`src/rtl/sirv_queue_p.sv`:
```
// Circular-buffer FIFO with occupancy, almost-full/empty flags and a high-water mark.
// Define SIRV_QUEUE_P_FLOW_EN for zero-latency flow-through when the queue is empty.
module sirv_queue_p #(
    parameter int DW     = 8,
    parameter int DEPTH  = 8,
    parameter int AF_LVL = DEPTH - 2,
    parameter int AE_LVL = 1
) (
    input  logic                     clock,
    input  logic                     reset,
    input  logic                     io_enq_valid,
    output logic                     io_enq_ready,
    input  logic [DW-1:0]            io_enq_bits,
    input  logic                     io_deq_ready,
    output logic                     io_deq_valid,
    output logic [DW-1:0]            io_deq_bits,
    input  logic                     io_flush,
    input  logic                     io_hwm_clr,
    output logic [$clog2(DEPTH):0]   io_count,
    output logic                     io_almost_full,
    output logic                     io_almost_empty,
    output logic [$clog2(DEPTH):0]   io_hwm
);

    localparam int AW = $clog2(DEPTH);
    localparam logic [AW:0] AfThr = (AW+1)'(AF_LVL);
    localparam logic [AW:0] AeThr = (AW+1)'(AE_LVL);

    logic [DW-1:0] mem_q [DEPTH];
    logic [AW-1:0] wrPtr_q, wrPtr_d;
    logic [AW-1:0] rdPtr_q, rdPtr_d;
    logic          maybeFull_q, maybeFull_d;
    logic [AW:0]   hwm_q, hwm_d;

    logic          ptrMatch;
    logic          empty;
    logic          full;
    logic          enqReady;
    logic          deqValid;
    logic [DW-1:0] deqBits;
    logic          doEnq;
    logic          doDeq;
    logic [AW:0]   count;
    logic [AW:0]   nextCount;

    assign ptrMatch = (wrPtr_q == rdPtr_q);
    assign empty    = ptrMatch & ~maybeFull_q;
    assign full     = ptrMatch & maybeFull_q;
    assign enqReady = ~full & ~io_flush;
    assign count    = {full, wrPtr_q - rdPtr_q};

    // Handshake decode; flow-through bypasses storage entirely when empty.
    always_comb begin
        deqValid = ~empty & ~io_flush;
        deqBits  = mem_q[rdPtr_q];
        doEnq    = io_enq_valid & enqReady;
        doDeq    = deqValid & io_deq_ready;
`ifdef SIRV_QUEUE_P_FLOW_EN
        if (empty && !io_flush) begin
            deqValid = io_enq_valid;
            deqBits  = io_enq_bits;
            doEnq    = io_enq_valid & enqReady & ~io_deq_ready;
            doDeq    = 1'b0;
        end
`endif
    end

    always_comb begin
        wrPtr_d     = wrPtr_q;
        rdPtr_d     = rdPtr_q;
        maybeFull_d = maybeFull_q;
        nextCount   = count + {{AW{1'b0}}, doEnq} - {{AW{1'b0}}, doDeq};
        if (io_flush) begin
            wrPtr_d     = '0;
            rdPtr_d     = '0;
            maybeFull_d = 1'b0;
            nextCount   = '0;
        end else begin
            if (doEnq) wrPtr_d = wrPtr_q + AW'(1);
            if (doDeq) rdPtr_d = rdPtr_q + AW'(1);
            if (doEnq != doDeq) maybeFull_d = doEnq;
        end
    end

    // Clear takes priority so the mark restarts from the occupancy about to be reached.
    always_comb begin
        hwm_d = hwm_q;
        if (io_hwm_clr) begin
            hwm_d = nextCount;
        end else if (nextCount > hwm_q) begin
            hwm_d = nextCount;
        end
    end

    always_ff @(posedge clock or posedge reset) begin
        if (reset) begin
            wrPtr_q     <= '0;
            rdPtr_q     <= '0;
            maybeFull_q <= 1'b0;
            hwm_q       <= '0;
        end else begin
            wrPtr_q     <= wrPtr_d;
            rdPtr_q     <= rdPtr_d;
            maybeFull_q <= maybeFull_d;
            hwm_q       <= hwm_d;
        end
    end

    always_ff @(posedge clock) begin
        if (doEnq) begin
            mem_q[wrPtr_q] <= io_enq_bits;
        end
    end

    assign io_enq_ready    = enqReady;
    assign io_deq_valid    = deqValid;
    assign io_deq_bits     = deqBits;
    assign io_count        = count;
    assign io_almost_full  = (count >= AfThr);
    assign io_almost_empty = (count <= AeThr);
    assign io_hwm          = hwm_q;

endmodule

```
`config.mk`:
```
export PLATFORM = sky130hd
export DESIGN_NAME = sirv_queue_p
export DESIGN_NICKNAME = d
export VERILOG_FILES = /design/src/rtl/sirv_queue_p.sv
export SDC_FILE = /design/constraint.sdc
export NUM_CORES = 1
export LEC_CHECK = 0
export BUFFER_PORTS_ARGS = -buffer_cell sky130_fd_sc_hd__buf_2
export CAP_MARGIN = 25
export CELL_PAD_IN_SITES_DETAIL_PLACEMENT = 0
export CELL_PAD_IN_SITES_GLOBAL_PLACEMENT = 1
export CORE_MARGIN = 2
export CORE_UTILIZATION = 53
export DETAILED_ROUTE_END_ITERATION = 10
export PLACE_DENSITY_LB_ADDON = 0.1
export RECOVER_POWER = 100
export SLEW_MARGIN = 20
export SYNTH_ARGS = -nofsm -noshare
export SYNTH_HDL_FRONTEND = slang
export SYNTH_SLANG_ARGS = --single-unit
```
`constraint.sdc`:
```
create_clock -name clock -period 7.1 [get_ports clock]
set_input_delay 0.355 -clock clock [delete_from_list [all_inputs] [get_ports clock]]
set_output_delay 0.355 -clock clock [all_outputs]
set_load 0.01 [all_outputs]
```
==> impl_metrics.env <==
export IMPL_status="finished, violations left"
export IMPL_violations="capacitance limit"
export IMPL_drt_total_wl_um=6230
export IMPL_fin_crit_ns=5.20
export IMPL_clkTransAtPathRegs_ns=0.08
export IMPL_start_kind="flop"
export IMPL_die_h_um=84.1
export IMPL_crit_arrival_ns=5.42
export IMPL_r2r_start="rdPtr_q[1]"
export IMPL_relSlewSlack=0.0154
export IMPL_ys_ff_latch=75
export IMPL_syn_to_final_growth_pct=10.9
export IMPL_p_total_w=0.00138
export IMPL_worst_pin_slew_ns=1.47
export IMPL_required_ns=7.32
export IMPL_fillers=505
export IMPL_fmax_ghz=0.192
export IMPL_diodes=0
export IMPL_cp_max_fo=19
export IMPL_grt_overflow_total=0
export IMPL_wl_per_cell_um=19.5
export IMPL_antenna_found_initial=0
export IMPL_crit_path_end_kind="flop"
export IMPL_grt_max_degree=20
export IMPL_via_per_inst=5.46
export IMPL_final_cell_mix="edfxtp_1, clkbuf_1, nor2_1"
export IMPL_numCtsBuffers=9
export IMPL_ys_seq_area_frac=0.646
export IMPL_syn_cell_area_um2=3400
export IMPL_ir_worst_vdd_mv=0.198
export IMPL_slew_viol_final=0
export IMPL_via_count=1741
export IMPL_maxCapViolCount=1
export IMPL_grt_total_usage=0.188
export IMPL_avgSynthCellArea_um2=16.9
export IMPL_power_density_nw_per_um2=366
export IMPL_post_cts_buffers=0
export IMPL_port_buffers=33
export IMPL_cts_root_buffer="clkbuf_8"
export IMPL_grt_pass1_vias=1852
export IMPL_gp_congestion=0.716
export IMPL_drt_iter0_drc=71
export IMPL_cts_sinks=75
export IMPL_setup_worst_path_class="reg -> reg"
export IMPL_layout_commonest_cell="edfxtp_1"
export IMPL_reg2regPathDepth=17
export IMPL_min_period_over_period=0.732
export IMPL_clk_latency_ns=0.33
export IMPL_r2r_slack_ns=1.90
export IMPL_final_layout_size_suffix_gt1_frac=0.207
export IMPL_rows=29
export IMPL_holdBufCountCts=0
export IMPL_cts_buffer_depth=2
export IMPL_final_nets=268
export IMPL_cts_repair_resized=0
export IMPL_finalSetupTns_ns=0
export IMPL_rsz0062_at_grt="no"
export IMPL_htree_levels=3
export IMPL_skew_ns=0.00867
export IMPL_cts_tree="done"
export IMPL_ios=34
export IMPL_yosys_warnings=0
export IMPL_final_hold_viol_count=0
export IMPL_leakage_nw=1.33
export IMPL_setup_viol_count_final=0
export IMPL_grt_pass1_wl_um=9600
export IMPL_die_area_um2=7080
export IMPL_first_pass_iters=4
export IMPL_start_util=0.542
export IMPL_core_um2=6280
export IMPL_syn_nets=231
export IMPL_drtAntennaViolNets=0
export IMPL_reg2reg_to="io_hwm[1]"
export IMPL_hold_path_class="in -> async"
export IMPL_dp_hpwl_um=4040
export IMPL_ys_types=33
export IMPL_die_w_um=84.1
export IMPL_drc_errors=0
export IMPL_synth_cells=201
==> Yosys cell counts <==
master	n	area share
nor3_2	1	0.0029
nor2_1	19	0.021
o31ai_1	2	0.0044
dfrtp_1	11	0.081
nor2b_1	2	0.0037
nand3b_1	1	0.0022
buf_6	1	0.0033
edfxtp_1	64	0.56
o31ai_4	1	0.0063
buf_2	2	0.0029
or3b_4	1	0.0033
xor2_1	4	0.010
xor2_4	1	0.0081
xnor2_1	2	0.0051
buf_4	3	0.0066
mux4_2	16	0.11
mux2_2	12	0.040
a211oi_1	1	0.0022
ha_1	14	0.051
nand2_1	7	0.0077
a41oi_1	1	0.0026
fa_1	2	0.012
inv_1	16	0.018
o311ai_0	2	0.0051
a21oi_1	3	0.0044
or3_4	1	0.0033
or2_2	1	0.0018
a21o_1	1	0.0022
or3_1	1	0.0018
nor3_1	1	0.0015
nand2b_1	2	0.0037
clkbuf_1	2	0.0022
mux2i_1	3	0.0088
==> power breakdown <==
part | total (W) | internal, W | switching, W
Clock | 0.000350 | 0.000197 | 0.000153
Combinational | 0.000503 | 0.000238 | 0.000265
Sequential | 0.000529 | 0.000504 | 0.0000249
==> per-stage QoR <==
| stage | utilization | instances | hold slack [ns] | cell area (µm²) | setup slack (ns) |
|---|---|---|---|---|---|
| after detailed placement | 0.577 | 304 | 0.389 | 3620 | 2.11 |
| after global routing | 0.601 | 319 | 0.0579 | 3770 | 1.54 |
| after floorplan | - | 201 | 0.207 | 3400 | 2.77 |
| final | 0.601 | 319 | 0.0334 | 3770 | 1.90 |
| after CTS | 0.612 | 319 | 0.0257 | 3840 | 2.00 |
| after global placement | 0.577 | 304 | 0.383 | 3620 | 2.42 |
==> state kept, by name, indices dropped and copies added, names as in the netlist <==
signal and flops:
rdPtr_q 3, mem_q 64, io_hwm 4, maybeFull_q 1
wrPtr_q 3
==> how the worst max path moves through the flow <==
stage | endpoint | cells past startpoint | slack [ns] | start
floorplan | io_hwm[1] | 19 | 2.77 | rdPtr_q[1]
global placement | io_hwm[2] | 17 | 2.42 | rdPtr_q[1]
detailed placement | io_hwm[1] | 17 | 2.11 | rdPtr_q[1]
CTS | io_hwm[1] | 17 | 2.00 | rdPtr_q[1]
global route | io_hwm[3] | 17 | 1.54 | rdPtr_q[1]
finish | io_hwm[1] | 17 | 1.90 | rdPtr_q[1]
==> critical path, cell delays in order (launching register included) <==
cell      delay [ns]
dfrtp_1         0.88
inv_1           0.20
ha_1            0.34
nand2_1         0.11
o31ai_1         0.71
or2_2           0.23
ha_1            0.24
inv_1           0.08
ha_1            0.16
inv_1           0.05
fa_1            0.38
xor2_1          0.17
nor2_1          0.17
ha_1            0.31
a211oi_1        0.23
nand2_1         0.08
a21oi_1         0.37
mux2_2          0.40
==> cells by family (layout without fill, tap and decap cells) <==
kind of cell,count (synthesis),in the layout,share of synthesized area
xor+xnor,7,7,0.0235
compound gates,11,11,0.0272
flops,75,75,0.646
simple gates,37,37,0.0530
mux,31,31,0.154
buf+inv,24,65,0.0327
fa+ha+maj,16,16,0.0633
==> routing by layer <==
layer	GRT usage	vias to the layer above	wire [µm]
met5	0	-	0
met4	0.0704	0	42
met3	0.0396	2	267
met2	0.294	42	3060
met1	0.263	869	2860
li1	-	828	-
==> layout make-up <==
cell class / count / area (µm²) / share of cell area
sequential: 75 / 2200 / 0.582
multi-input combinational: 102 / 1070 / 0.283
timing repair buffer: 34 / 138 / 0.0365
clock buffer: 9 / 124 / 0.0328
tap: 77 / 96.3 / 0.0255
clock inverter: 6 / 90.1 / 0.0239
inverter: 16 / 60.1 / 0.0159
Power figures use the tool's default switching activity.
